**src/rtl/apb_arbiter_if.sv**
```systemverilog
// APB completer-side bus bundle for the two-requester arbiter.
// The master modport is the arbiter's view and the slave modport is the peripheral's view.
interface apb_arbiter_if;
  logic [3:0] paddr;
  logic       pwrite;
  logic       psel;
  logic       penable;
  logic [7:0] pwdata;
  logic [7:0] prdata;
  logic       pready;

  modport master (output paddr, pwrite, psel, penable, pwdata, input prdata, pready);
  modport slave  (input paddr, pwrite, psel, penable, pwdata, output prdata, pready);
endinterface

```
**src/rtl/apb_arbiter.sv**
```systemverilog
// Two-requester round-robin arbiter in front of a single APB master port.
// It runs an IDLE/SETUP/ACCESS transfer and aborts the transfer after TIMEOUT_CYC stalled ACCESS cycles.
module apb_arbiter #(
  parameter int unsigned TIMEOUT_CYC = 16
) (
  input  logic          pclk,
  input  logic          rst_n,
  input  logic [1:0]    req,
  input  logic [1:0]    req_wr,
  input  logic [7:0]    req_addr,
  input  logic [15:0]   req_wdata,
  output logic [1:0]    done,
  output logic          err,
  output logic [7:0]    rdata,
  apb_arbiter_if.master apb
);
  localparam logic [7:0] TO_LIM = 8'(TIMEOUT_CYC);

  typedef enum logic [1:0] {IDLE, SETUP, ACCESS} state_t;

  state_t     state_q, state_d;
  logic       psel_q, psel_d, penable_q, penable_d, pwrite_q, pwrite_d;
  logic [3:0] paddr_q, paddr_d;
  logic [7:0] pwdata_q, pwdata_d, rdata_q, rdata_d;
  logic [7:0] cnt_q, cnt_d, cnt_inc;
  logic [1:0] done_q, done_d, elig;
  logic       err_q, err_d, win_q, win_d, ptr_q, ptr_d, gnt;

  // A requester seeing its own done pulse is masked so it cannot be re-granted that cycle.
  assign elig    = req & ~done_q;
  assign gnt     = (&elig) ? ~ptr_q : elig[1];
  assign cnt_inc = cnt_q + 8'd1;

  always_comb begin
    state_d   = state_q;
    psel_d    = psel_q;
    penable_d = penable_q;
    pwrite_d  = pwrite_q;
    paddr_d   = paddr_q;
    pwdata_d  = pwdata_q;
    rdata_d   = rdata_q;
    cnt_d     = cnt_q;
    win_d     = win_q;
    ptr_d     = ptr_q;
    done_d    = 2'b00;
    err_d     = 1'b0;
    unique case (state_q)
      IDLE: begin
        if (|elig) begin
          state_d  = SETUP;
          win_d    = gnt;
          psel_d   = 1'b1;
          pwrite_d = gnt ? req_wr[1] : req_wr[0];
          paddr_d  = gnt ? req_addr[7:4] : req_addr[3:0];
          pwdata_d = gnt ? req_wdata[15:8] : req_wdata[7:0];
        end
      end
      SETUP: begin
        state_d   = ACCESS;
        penable_d = 1'b1;
        cnt_d     = 8'd0;
      end
      ACCESS: begin
        // A normal completion and a timeout share the same exit. Only err and rdata differ between them.
        if (apb.pready || cnt_inc == TO_LIM) begin
          state_d   = IDLE;
          psel_d    = 1'b0;
          penable_d = 1'b0;
          ptr_d     = win_q;
          done_d    = win_q ? 2'b10 : 2'b01;
          err_d     = ~apb.pready;
          if (!pwrite_q) rdata_d = apb.pready ? apb.prdata : 8'h00;
        end else begin
          cnt_d = cnt_inc;
        end
      end
      default: state_d = IDLE;
    endcase
  end

  always_ff @(posedge pclk or negedge rst_n) begin
    if (!rst_n) begin
      state_q   <= IDLE;
      psel_q    <= 1'b0;
      penable_q <= 1'b0;
      pwrite_q  <= 1'b0;
      paddr_q   <= 4'h0;
      pwdata_q  <= 8'h00;
      rdata_q   <= 8'h00;
      cnt_q     <= 8'd0;
      win_q     <= 1'b0;
      ptr_q     <= 1'b1;
      done_q    <= 2'b00;
      err_q     <= 1'b0;
    end else begin
      state_q   <= state_d;
      psel_q    <= psel_d;
      penable_q <= penable_d;
      pwrite_q  <= pwrite_d;
      paddr_q   <= paddr_d;
      pwdata_q  <= pwdata_d;
      rdata_q   <= rdata_d;
      cnt_q     <= cnt_d;
      win_q     <= win_d;
      ptr_q     <= ptr_d;
      done_q    <= done_d;
      err_q     <= err_d;
    end
  end

  assign apb.psel    = psel_q;
  assign apb.penable = penable_q;
  assign apb.pwrite  = pwrite_q;
  assign apb.paddr   = paddr_q;
  assign apb.pwdata  = pwdata_q;
  assign done        = done_q;
  assign err         = err_q;
  assign rdata       = rdata_q;
endmodule

```
**src/flat_wrapper.sv**
```systemverilog
// flat-port wrapper written by rule: the top's interface ports become plain ports
module apb_arbiter_flat 
#(
  parameter int unsigned TIMEOUT_CYC = 16
)
  (pclk, rst_n, req, req_wr, req_addr, req_wdata, done, err, rdata, apb_paddr, apb_pwrite, apb_psel, apb_penable, apb_pwdata, apb_prdata, apb_pready);
  apb_arbiter_if apb_i ();
  input  logic pclk;
  input  logic rst_n;
  input  logic [1:0] req;
  input  logic [1:0] req_wr;
  input  logic [7:0] req_addr;
  input  logic [15:0] req_wdata;
  output logic [1:0] done;
  output logic err;
  output logic [7:0] rdata;
  output wire logic [$bits(apb_i.paddr)-1:0] apb_paddr;
  output wire logic [$bits(apb_i.pwrite)-1:0] apb_pwrite;
  output wire logic [$bits(apb_i.psel)-1:0] apb_psel;
  output wire logic [$bits(apb_i.penable)-1:0] apb_penable;
  output wire logic [$bits(apb_i.pwdata)-1:0] apb_pwdata;
  input wire logic [$bits(apb_i.prdata)-1:0] apb_prdata;
  input wire logic [$bits(apb_i.pready)-1:0] apb_pready;
  assign apb_paddr = apb_i.paddr;
  assign apb_pwrite = apb_i.pwrite;
  assign apb_psel = apb_i.psel;
  assign apb_penable = apb_i.penable;
  assign apb_pwdata = apb_i.pwdata;
  assign apb_i.prdata = apb_prdata;
  assign apb_i.pready = apb_pready;
  apb_arbiter #(.TIMEOUT_CYC(TIMEOUT_CYC)) u_core (.pclk(pclk), .rst_n(rst_n), .req(req), .req_wr(req_wr), .req_addr(req_addr), .req_wdata(req_wdata), .done(done), .err(err), .rdata(rdata), .apb(apb_i));
endmodule
```
**config.mk**
```make
export PLATFORM = sky130hd
export DESIGN_NAME = apb_arbiter_flat
export DESIGN_NICKNAME = d
export VERILOG_FILES = /design/src/rtl/apb_arbiter_if.sv /design/src/rtl/apb_arbiter.sv /design/src/flat_wrapper.sv
export SDC_FILE = /design/constraint.sdc
export NUM_CORES = 1
export LEC_CHECK = 0
export ABC_AREA = 1
export BUFFER_PORTS_ARGS = -buffer_cell sky130_fd_sc_hd__buf_2
export CAP_MARGIN = 25
export CORE_MARGIN = 3
export CORE_UTILIZATION = 40
export CTS_CLUSTER_SIZE = 30
export DETAILED_ROUTE_END_ITERATION = 10
export PLACE_DENSITY = 0.78
export SLEW_MARGIN = 40
export SYNTH_ARGS = -nofsm -noshare
export SYNTH_HDL_FRONTEND = slang
export SYNTH_SLANG_ARGS = --single-unit
```
**constraint.sdc**
```tcl
create_clock -name pclk -period 2.35 [get_ports pclk]
set_input_delay 0.47 -clock pclk [delete_from_list [all_inputs] [get_ports pclk]]
set_output_delay 0.47 -clock pclk [all_outputs]
set_load 0.05 [all_outputs]
```
==> results of run 1 <==
[cells in the final DEF (no fill, tap or decap)]
master / count
buf_2: 63
nand2_1: 62
dfrtp_1: 37
a21oi_1: 26
nor2_1: 24
nand3_1: 17
inv_1: 15
nand4_1: 9
clkbuf_8: 6
nand2_4: 4
o21ai_0: 4
buf_4: 4
nand2_2: 3
nor2_2: 3
o21ai_1: 2
nor2_4: 2
clkinv_1: 2
nand3_4: 1
inv_2: 1
nor3_1: 1
o22ai_1: 1
ha_1: 1
clkinvlp_4: 1
clkinv_2: 1
dfstp_2: 1
[critical path: stages (launching register included)]
cell and delay (ps):
dfrtp_1 410, ha_1 220, nand2_1 90, nor2_1 70, nand2_1 60, nand2_1 80
nor2_2 150, nand3_4 130, nand2_4 140, nand2_4 70, nand2_1 60, nand2_1 40
[area by class of cell]
cell class                 count  area share, %
tap                           50           2.73
clock buffer                   6           3.60
timing repair buffer          67           15.1
multi-input combinational    160           33.6
inverter                      18           2.95
clock inverter                 2          0.546
sequential                    38           41.5
[through the flow]
stage                     cells  utilization [%]  hold slack [ps]
final                       341             55.0              124
after global routing        341             55.0              173
after CTS                   341             54.9              301
after detailed placement    333             52.6              451
after global placement      333             52.6              434
after floorplan             222                -              174
[how the worst max path moves through the flow]
stage	to	slack, ps	depth (start not counted)
6_report	u_core.cnt_q[6]$_DFFE_PN0P_	710	11
5_1_grt	u_core.rdata[6]$_DFFE_PN0P_	550	11
4_1_cts	u_core.cnt_q[4]$_DFFE_PN0P_	710	11
3_5_place_dp	u_core.cnt_q[4]$_DFFE_PN0P_	710	11
3_3_place_gp	u_core.apb.pwrite$_DFFE_PN0P_	730	7
2_1_floorplan	u_core.apb.pwdata[7]$_DFFE_PN0P_	800	8
[cells by family (layout without fill, tap and decap cells)]
family | Yosys count | after routing | synth area share (%)
AND/OR/NAND/NOR | 126 | 126 | 32.6
flip-flops | 38 | 38 | 52.5
buffers and inverters | 24 | 93 | 5.03
adder cells (fa/ha/maj) | 1 | 1 | 0.690
AO/OA/AOI/OAI | 33 | 33 | 9.17
[registers in the layout, summed over array words and instances (netlist names), 2 cells and up]
register and count:
u_core.apb.paddr 4, u_core.apb.pwdata 8, u_core.cnt_q 8, u_core.done 2
u_core.rdata 8, u_core.state_q 2
[power groups by stage]
stage	Combinational (mW)	Sequential [mW]	Clock (mW)
floorplan	0.532	1.71	0
global placement	1.59	1.04	0
detailed placement	1.62	1.03	0
CTS	1.61	1.03	0.480
global route	1.72	1.06	0.498
finish	1.60	1.03	0.466
[metal layers]
metal	GRT usage [%]	share of wire [%]	vias to the layer above	wire, um
li1	-	-	856	-
met1	21.2	44	768	1810
met2	24.9	46	52	1900
met3	5.06	8.3	5	341
met4	5.43	1.0	0	41
met5	0	0	-	0
==> metrics, run 1 <==
status complete, no violations; IO Port Bufs 64; sequential-to-total area share from yosys stat a little over half; Syn. warnings 0; vias per inst just under 5; global route overflow 0; Tcrit/Tclk final 69.8%; Design Area, Final around 0.0023 mm^2; # resized after CTS 0; Layout Area Growth over Synthesis 26.4%; final hold violations 0; worst min path class in2async; Tmin final around 1600 ps; synth cell count leaders nand2_1 (62), dfrtp_1 (37), a21oi_1 (26), nor2_1 (24), nand3_1 (17); pin count of the biggest net entering global routing 39; final slew viol count 0; R2R cell count 11; synthesized instance count approximately 220; DR WL/cell ~12 um; Combinational Power Share 51.7%; DRT Wirelength between 4 and 5 mm; Critical Path Fanout Max 9; Initial Util between 40% and 50%; Synth top area share about half; Post CTS Setup Buffer Count 0; Detail Route Antenna Nets 0; maximum vdd drop 0.733 mV; row count 23; Filler cells roughly 380; Core ar. approximately 0.0042 mm^2; Placement Setup Slack 714 ps; share of flip-flops with an asynchronous set or reset 100%; top_reg_cell synth dfrtp_1; count leader, synth nand2_1; worst path arrival time ~1800 ps; I/O pins 65; via count approximately 1,700; Setup WS post-layout just over 700 ps; Num CTS Buffers 5; Clock transition at path regs ~80 ps; Worst Path Required approximately 2500 ps; H-tree depth 2; area leader, netlist dfrtp_1; Synth cell types 22; r2r endpoint u_core.cnt_q[6]$_DFFE_PN0P_; CTS max path bufs 2; CTS Root Cell clkbuf_8; FMAX 610 MHz; Max Clock Skew 4.27 ps; synthesized area 0.00181 mm^2; CTS Hold Buffers Added 0; Reg2Reg Setup Slack between 700 and 800 ps; Clock Latency Late Sink a little under 300 ps; Setup violations, final 0; RR Startpoint u_core.cnt_q[0]$_DFFE_PN0P_; layout cell share with drive strength beyond 1 roughly 31%; dpl hpwl 3.06 mm; antenna cells 0; Seq cells post-synth 38; vias in the first global route 1,526; TritonCTS clock tree built; Die Ht 73.3 um; placed instance area ~0.0022 mm^2; CP Capture Type flip-flop; Startpoint Class flip-flop; crit path launch u_core.cnt_q[0]$_DFFE_PN0P_; floorplan die area between 0.005 and 0.006 mm^2; Net Count, Synth roughly 260; Multi-input gate area around 770 um^2; EDFF count, synth 0; sw power between 1.5 and 2 mW; first-pass GRT wire length slightly below 7 mm; total iterations of the first detailed-routing run 4; Mapped Avg Cell Area between 8 and 9 um^2; Switching Share between 50% and 60%; Slew @ Worst Pin around 470 ps; setup tns final 0 ps; Residual DRC 0; die width ~73 um; Max Cap Viol 0; Pwr Total approximately 3.1 mW; Seq pwr share 33.3%; 1st-iter DRT viols ~110; internal power of the cells ~1.5 mW; static leakage roughly 1.2 nW; clock power share 15.1%; Pwr Density 1350 mW/mm^2; Synth area leaders dfrtp_1 (51%), nand2_1 (13%), a21oi_1 (7.2%); CP Class reg2reg; routability cong. 0.883; total clock sinks 38; final-stage net count between 300 and 400; initial antenna violation count 0; RSZ-0062 raised after global routing no; register area around 950 um^2; slew margin rel. between 60% and 70%; Tot GR Track Use ~16%
Power figures use the tool's default switching activity.
==> run 2: changes to the inputs <==
PLACE_DENSITY = 0.8   (was 0.78)
clock period = 1.3 ns   (was 2.35 ns; I/O delays follow)
==> run 2 against run 1 <==
  * The flow now finishes with violations (negative setup slack)
  * Core utilization up 11 points
  * Critical path depth down 1
  * Worst hold slack better by 84 ps
  * Routed wire length up 19%
  * Global-route usage up 2.2 points
  * Sequential share of layout area down 6.6 points
  * Clock skew up 4.7 ps
  * Sequential power up 83%
  * Clock power rose to 2.7 times the previous value
  * First-iteration DRC count down 40%
  * Worst setup slack worse by 1100 ps
  * Highest routed layer unchanged
==> metrics, run 2 (same netlist as run 1, synthesis figures left out) <==
Setup WS post-layout -360 ps; first-pass GRT wire length slightly below 8 mm; pin count of the biggest net entering global routing 39; Slew @ Worst Pin between 300 and 400 ps; I/O pins 65; CP top delay family simple AND/OR/NAND/NOR gates; longest individual stage delay on the worst path 400 ps; CTS max path bufs 2; final hold violations 0; final-stage net count between 300 and 400; floorplan die area between 0.005 and 0.006 mm^2; R2R cell count 10; Critical Path Stages 10; placed instance area approximately 0.0024 mm^2; global route overflow 0; Detail Route Antenna Nets 0; RSZ-0062 raised after global routing yes; crit path launch u_core.cnt_q[0]$_DFFE_PN0P_; antenna cells 0; vias per inst slightly above 5; Critical Path Fanout Max 8; Core ar. roughly 0.0042 mm^2; CP endpoint u_core.rdata[5]$_DFFE_PN0P_; 1st-iter DRT viols 67; Clock transition at path regs approximately 80 ps; Initial Util a little over two fifths; r2r endpoint u_core.rdata[5]$_DFFE_PN0P_; total iterations of the first detailed-routing run 4; Pwr Density 2410 mW/mm^2; Worst Path Required 1480 ps; final slew viol count 0; Reg2Reg Setup Slack -360 ps; Tmin final roughly 1700 ps; Design Area, Final about 0.0027 mm^2; row count 23; initial antenna violation count 0; Layout Area Growth over Synthesis 50.7%; final core utilization between 60% and 70%; Tcrit/Tclk final 128%; CP Cell Sequence ha_2 > nand2_4 > nor2_4 > nand4_1 > nand2_2 > nand3_4 > nand2_8 > nand2_8 > nand2_1 > nand2_1; CP Capture Type flip-flop; via count approximately 1,800; DR WL/cell 13.4 um; violated checks negative setup slack; Setup violations, final 23; Clock Latency Late Sink approximately 290 ps; dpl hpwl between 3 and 4 mm; TritonCTS clock tree built; static leakage between 1 and 1.5 nW; die width 73.3 um; Die Ht about 73 um; most frequent cells in the layout buf_2 (64), nand2_1 (51), dfrtp_1 (34); CP Class reg2reg; most common cell after layout, fill and taps aside buf_2; Worst Path Buf+Inv 0; H-tree depth 2; Num CTS Buffers 5; FMAX 602 MHz; Startpoint Class flip-flop; layout cell share with drive strength beyond 1 approximately 46%; Residual DRC 0; Max Cap Viol 0; Tot GR Track Use a little under a fifth; final cell count without fillers 362; critical path's slowest cell dfrtp_1; vias in the first global route 1,735; maximum vdd drop 1.17 mV; DRT Wirelength between 4 and 5 mm; CTS Root Cell clkbuf_8; slew margin rel. between 70% and 80%; worst min path class in2reg; routability cong. 0.850; status complete, but fails checks; Max Clock Skew between 9 and 10 ps; Worst Hold Depth 3; total clock sinks 38; Cells after DPL 350; worst path arrival time 1840 ps; IO Port Bufs 64; RR Startpoint u_core.cnt_q[0]$_DFFE_PN0P_
-- run 2: cell count changes in the layout (fill, tap and decap cells not counted), sizes merged --
cell,change
bufinv,+2
clkinvlp,-1
buf,+19
clkbuf,+1
clkinv,-1
dlygate4sd3,+1
-- run 2: final cells by class --
type	count	area, um^2
clock inverter	2	60.1
sequential	38	956
tap	50	62.6
timing repair buffer	88	574
inverter	18	70.1
fill	327	1440
clock buffer	6	82.6
multi-input combinational	160	928
-- run 2: worst min path at each step --
stage / from / slack [ps] / end
after floorplan: rst_n / -40 / u_core.apb.paddr[0]$_DFFE_PN0P_
after global placement: rst_n / 240 / u_core.rdata[7]$_DFFE_PN0P_
after detailed placement: rst_n / 250 / u_core.rdata[0]$_DFFE_PN0P_
after CTS: req_addr[7] / 200 / u_core.apb.paddr[3]$_DFFE_PN0P_
after global routing: req_wdata[11] / 200 / u_core.apb.pwdata[3]$_DFFE_PN0P_
final: req_wdata[13] / 210 / u_core.apb.pwdata[5]$_DFFE_PN0P_
-- run 2: power by group --
part | internal [mW] | switching [mW]
Sequential | 1.63 | 0.255
Combinational | 1.03 | 2.42
Clock | 0.819 | 0.429
Total | 3.48 | 3.11
-- run 2: per-stage QoR --
stage          setup TNS (ps)  hold slack [ps]  setup slack (ps)  power (mW)
2_1_floorplan           -2510            -35.6              -140        4.18
3_5_place_dp            -4810              247              -278        5.12
3_3_place_gp            -3740              241              -220        5.07
6_report                -7170              208              -360        6.59
5_1_grt                 -9570              201              -479        6.98
4_1_cts                 -5870              202              -293        6.39
-- run 2: repair_timing --
action                     in CTS  in global routing
gates resized for setup         3                 25
hold endpoints to repair       37                  0
gates cloned                    0                  1
setup endpoints to repair      23                 37
hold buffers                    1                  0
setup buffers                   1                  1
pin swaps                       5                  9
-- run 2: worst register-to-register path: stages (launching register included) --
cell and delay [ps]:
dfrtp_1 400, ha_2 220, nand2_4 70, nor2_4 100, nand4_1 130, nand2_2 140
nand3_4 150, nand2_8 150, nand2_8 80, nand2_1 80, nand2_1 50
-- run 2: per-layer routing --
layer / vias up / share of wire [%] / global-route usage (%)
met3: 5 / 6.5 / 4.10
met4: 0 / 0.82 / 4.83
li1: 903 / - / -
met2: 51 / 50 / 31.3
met5: - / 0 / 0
met1: 863 / 43 / 23.1
==> run 3: changes to the inputs <==
BUFFER_PORTS_ARGS = unset   (was -buffer_cell sky130_fd_sc_hd__buf_2)
DONT_BUFFER_PORTS = 1   (was unset)
PLACE_DENSITY = 0.67   (was 0.8)
SLEW_MARGIN = 20   (was 40)
==> run 3 against run 2 <==
  * The run still ends with negative setup slack left
  * Worst setup slack improved by 81 ps
  * Routed wire length decreased by 11%
  * Maximum frequency increased by 5.2%
  * Clock skew decreased by 0.51 ps
  * Clock power decreased by 18%
  * Non-clock buffer count decreased by 55
  * Critical path type unchanged
  * Highest routed layer unchanged
==> metrics, run 3 (same netlist as run 1, synthesis figures left out) <==
final-stage net count approximately 300; Filler cells about 380; global route overflow 0; TritonCTS clock tree built; final hold violations 0; Max Clock Skew around 8.5 ps; Tcrit/Tclk final 121%; floorplan die area 0.00538 mm^2; R2R cell count 11; Worst Path Required around 1500 ps; critical path's slowest cell dfrtp_2; Setup violations, final 23; pin count of the biggest net entering global routing 39; total clock sinks 38; Clock Latency Late Sink between 200 and 300 ps; final slew viol count 0; worst min path class in2reg; Num CTS Buffers 5; via count 1,602; sw power between 2 and 3 mW; violated checks negative setup slack; Design Area, Final 0.00239 mm^2; CTS Root Cell clkbuf_8; die width approximately 73 um; dpl hpwl around 3.1 mm; Residual DRC 0; vias per inst between 5 and 6; Slew @ Worst Pin approximately 490 ps; slew margin rel. between 60 and 70%; Die Ht 73.3 um; IO Port Bufs 0; RR Startpoint u_core.cnt_q[0]$_DFFE_PN0P_; I/O pins 65; CP top delay family simple AND/OR/NAND/NOR gates; 1st-iter DRT viols 63; CP Cell Sequence ha_4 > nand2_4 > nor2_4 > nand2_1 > nand2_2 > nor2_4 > nand3_4 > nand2_4 > nand2_4 > nand2_1 > nand2_1; Core ar. 0.00417 mm^2; CP Capture Type flip-flop; final cell count without fillers 307; Detail Route Antenna Nets 0; Max Cap Viol 0; static leakage ~1.1 nW; internal power of the cells 3.03 mW; CP Class reg2reg; Placement Setup Slack -288 ps; Seq pwr share a little under half; placed instance area 0.00214 mm^2; most common cell after layout, fill and taps aside nand2_1; Tot GR Track Use between 15 and 20%; routability cong. 0.799; Setup WS post-layout -278 ps; H-tree depth 2; crit path launch u_core.cnt_q[0]$_DFFE_PN0P_; Critical Path Stages 11; most frequent cells in the layout nand2_1 (59), dfrtp_1 (32), buf_4 (26); worst path arrival time roughly 1800 ps; maximum vdd drop 1.46 mV; DRT Wirelength roughly 4.3 mm; Cells after DPL just under 300; first-pass GRT wire length a little under 7 mm; total iterations of the first detailed-routing run 4; DR WL/cell 14.1 um; worst hold start apb_pready; RSZ-0062 raised after global routing yes; hold_ws slightly above 30 ps; Initial Util 43.5%; Combinational Power Share 36.5%; layout cell share with drive strength beyond 1 between 30% and 40%; Layout Area Growth over Synthesis 31.7%; final core utilization 57.3%; initial antenna violation count 0; Clock transition at path regs 80 ps; Critical Path Fanout Max 8; vias in the first global route 1,506; CTS max path bufs 2; Tmin final ~1600 ps; setup tns final -5280 ps; FMAX ~630 MHz; clock power share between 10% and 20%; Worst Hold Depth 1; Pwr Total approximately 6 mW; status complete, but fails checks; Switching Share slightly below 50%; antenna cells 0; Pwr Density between 2000 and 2500 mW/mm^2; longest individual stage delay on the worst path approximately 450 ps; Worst Path Buf+Inv 0; row count 23; Startpoint Class flip-flop
## run 3: cell count changes in the layout (fill, tap and decap cells not counted), sizes merged
cell    previous run  this run
bufinv             2         1
buf               86        32
## run 3: path summary, 6_finish.rpt
kind,endpoint,slack (ps)
max,u_core.rdata[6]$_DFFE_PN0P_,-280
max reg2reg,u_core.rdata[6]$_DFFE_PN0P_,-280
min,u_core.err$_DFF_PN0_,30
max in group asynchronous,u_core.ptr_q$_DFFE_PN1P_,620
min in group asynchronous,u_core.rdata[3]$_DFFE_PN0P_,420
min reg2reg,u_core.ptr_q$_DFFE_PN1P_,470
## run 3: final cells by class
class                   instances  area [um^2]  area share (%)
multi-input cells             160          880            36.8
inverters                      18         70.1            2.93
well taps                      50         62.6            2.62
clock inverters                 1         30.0            1.26
clock buffers                   7         86.3            3.61
repair buffers                 33          303            12.7
flip-flops and latches         38          958            40.1
## run 3: worst reg2reg max path, cell delays in order, from the launching register on
cell and delay [ps]:
dfrtp_2 450, ha_4 180, nand2_4 80, nor2_4 40
nand2_1 80, nand2_2 80, nor2_4 100, nand3_4 130
nand2_4 130, nand2_4 80, nand2_1 70, nand2_1 50
## run 3: routing by layer
| layer | global-route usage, % | vias up | wire [um] |
|---|---|---|---|
| met1 | 21.5 | 762 | 1860 |
| met4 | 4.23 | 0 | 32 |
| met5 | 0 | - | 0 |
| met3 | 4.24 | 5 | 326 |
| li1 | - | 783 | - |
| met2 | 26.3 | 52 | 2130 |
## run 3: power groups by stage
stage | Clock, mW | Combinational [mW] | Sequential [mW]
after floorplan | 0 | 1.09 | 3.09
after global placement | 0 | 2.00 | 2.77
after detailed placement | 0 | 2.06 | 2.77
after CTS | 1.05 | 2.11 | 2.75
after global routing | 1.09 | 2.41 | 2.83
final | 1.03 | 2.18 | 2.76
## run 3: timing repair
item	in CTS	in global routing
pin swaps	3	1
endpoints found under the hold margin	38	0
buffers inserted	0	3
gates resized for setup	1	19
setup endpoints to repair	23	30
hold buffers	2	0
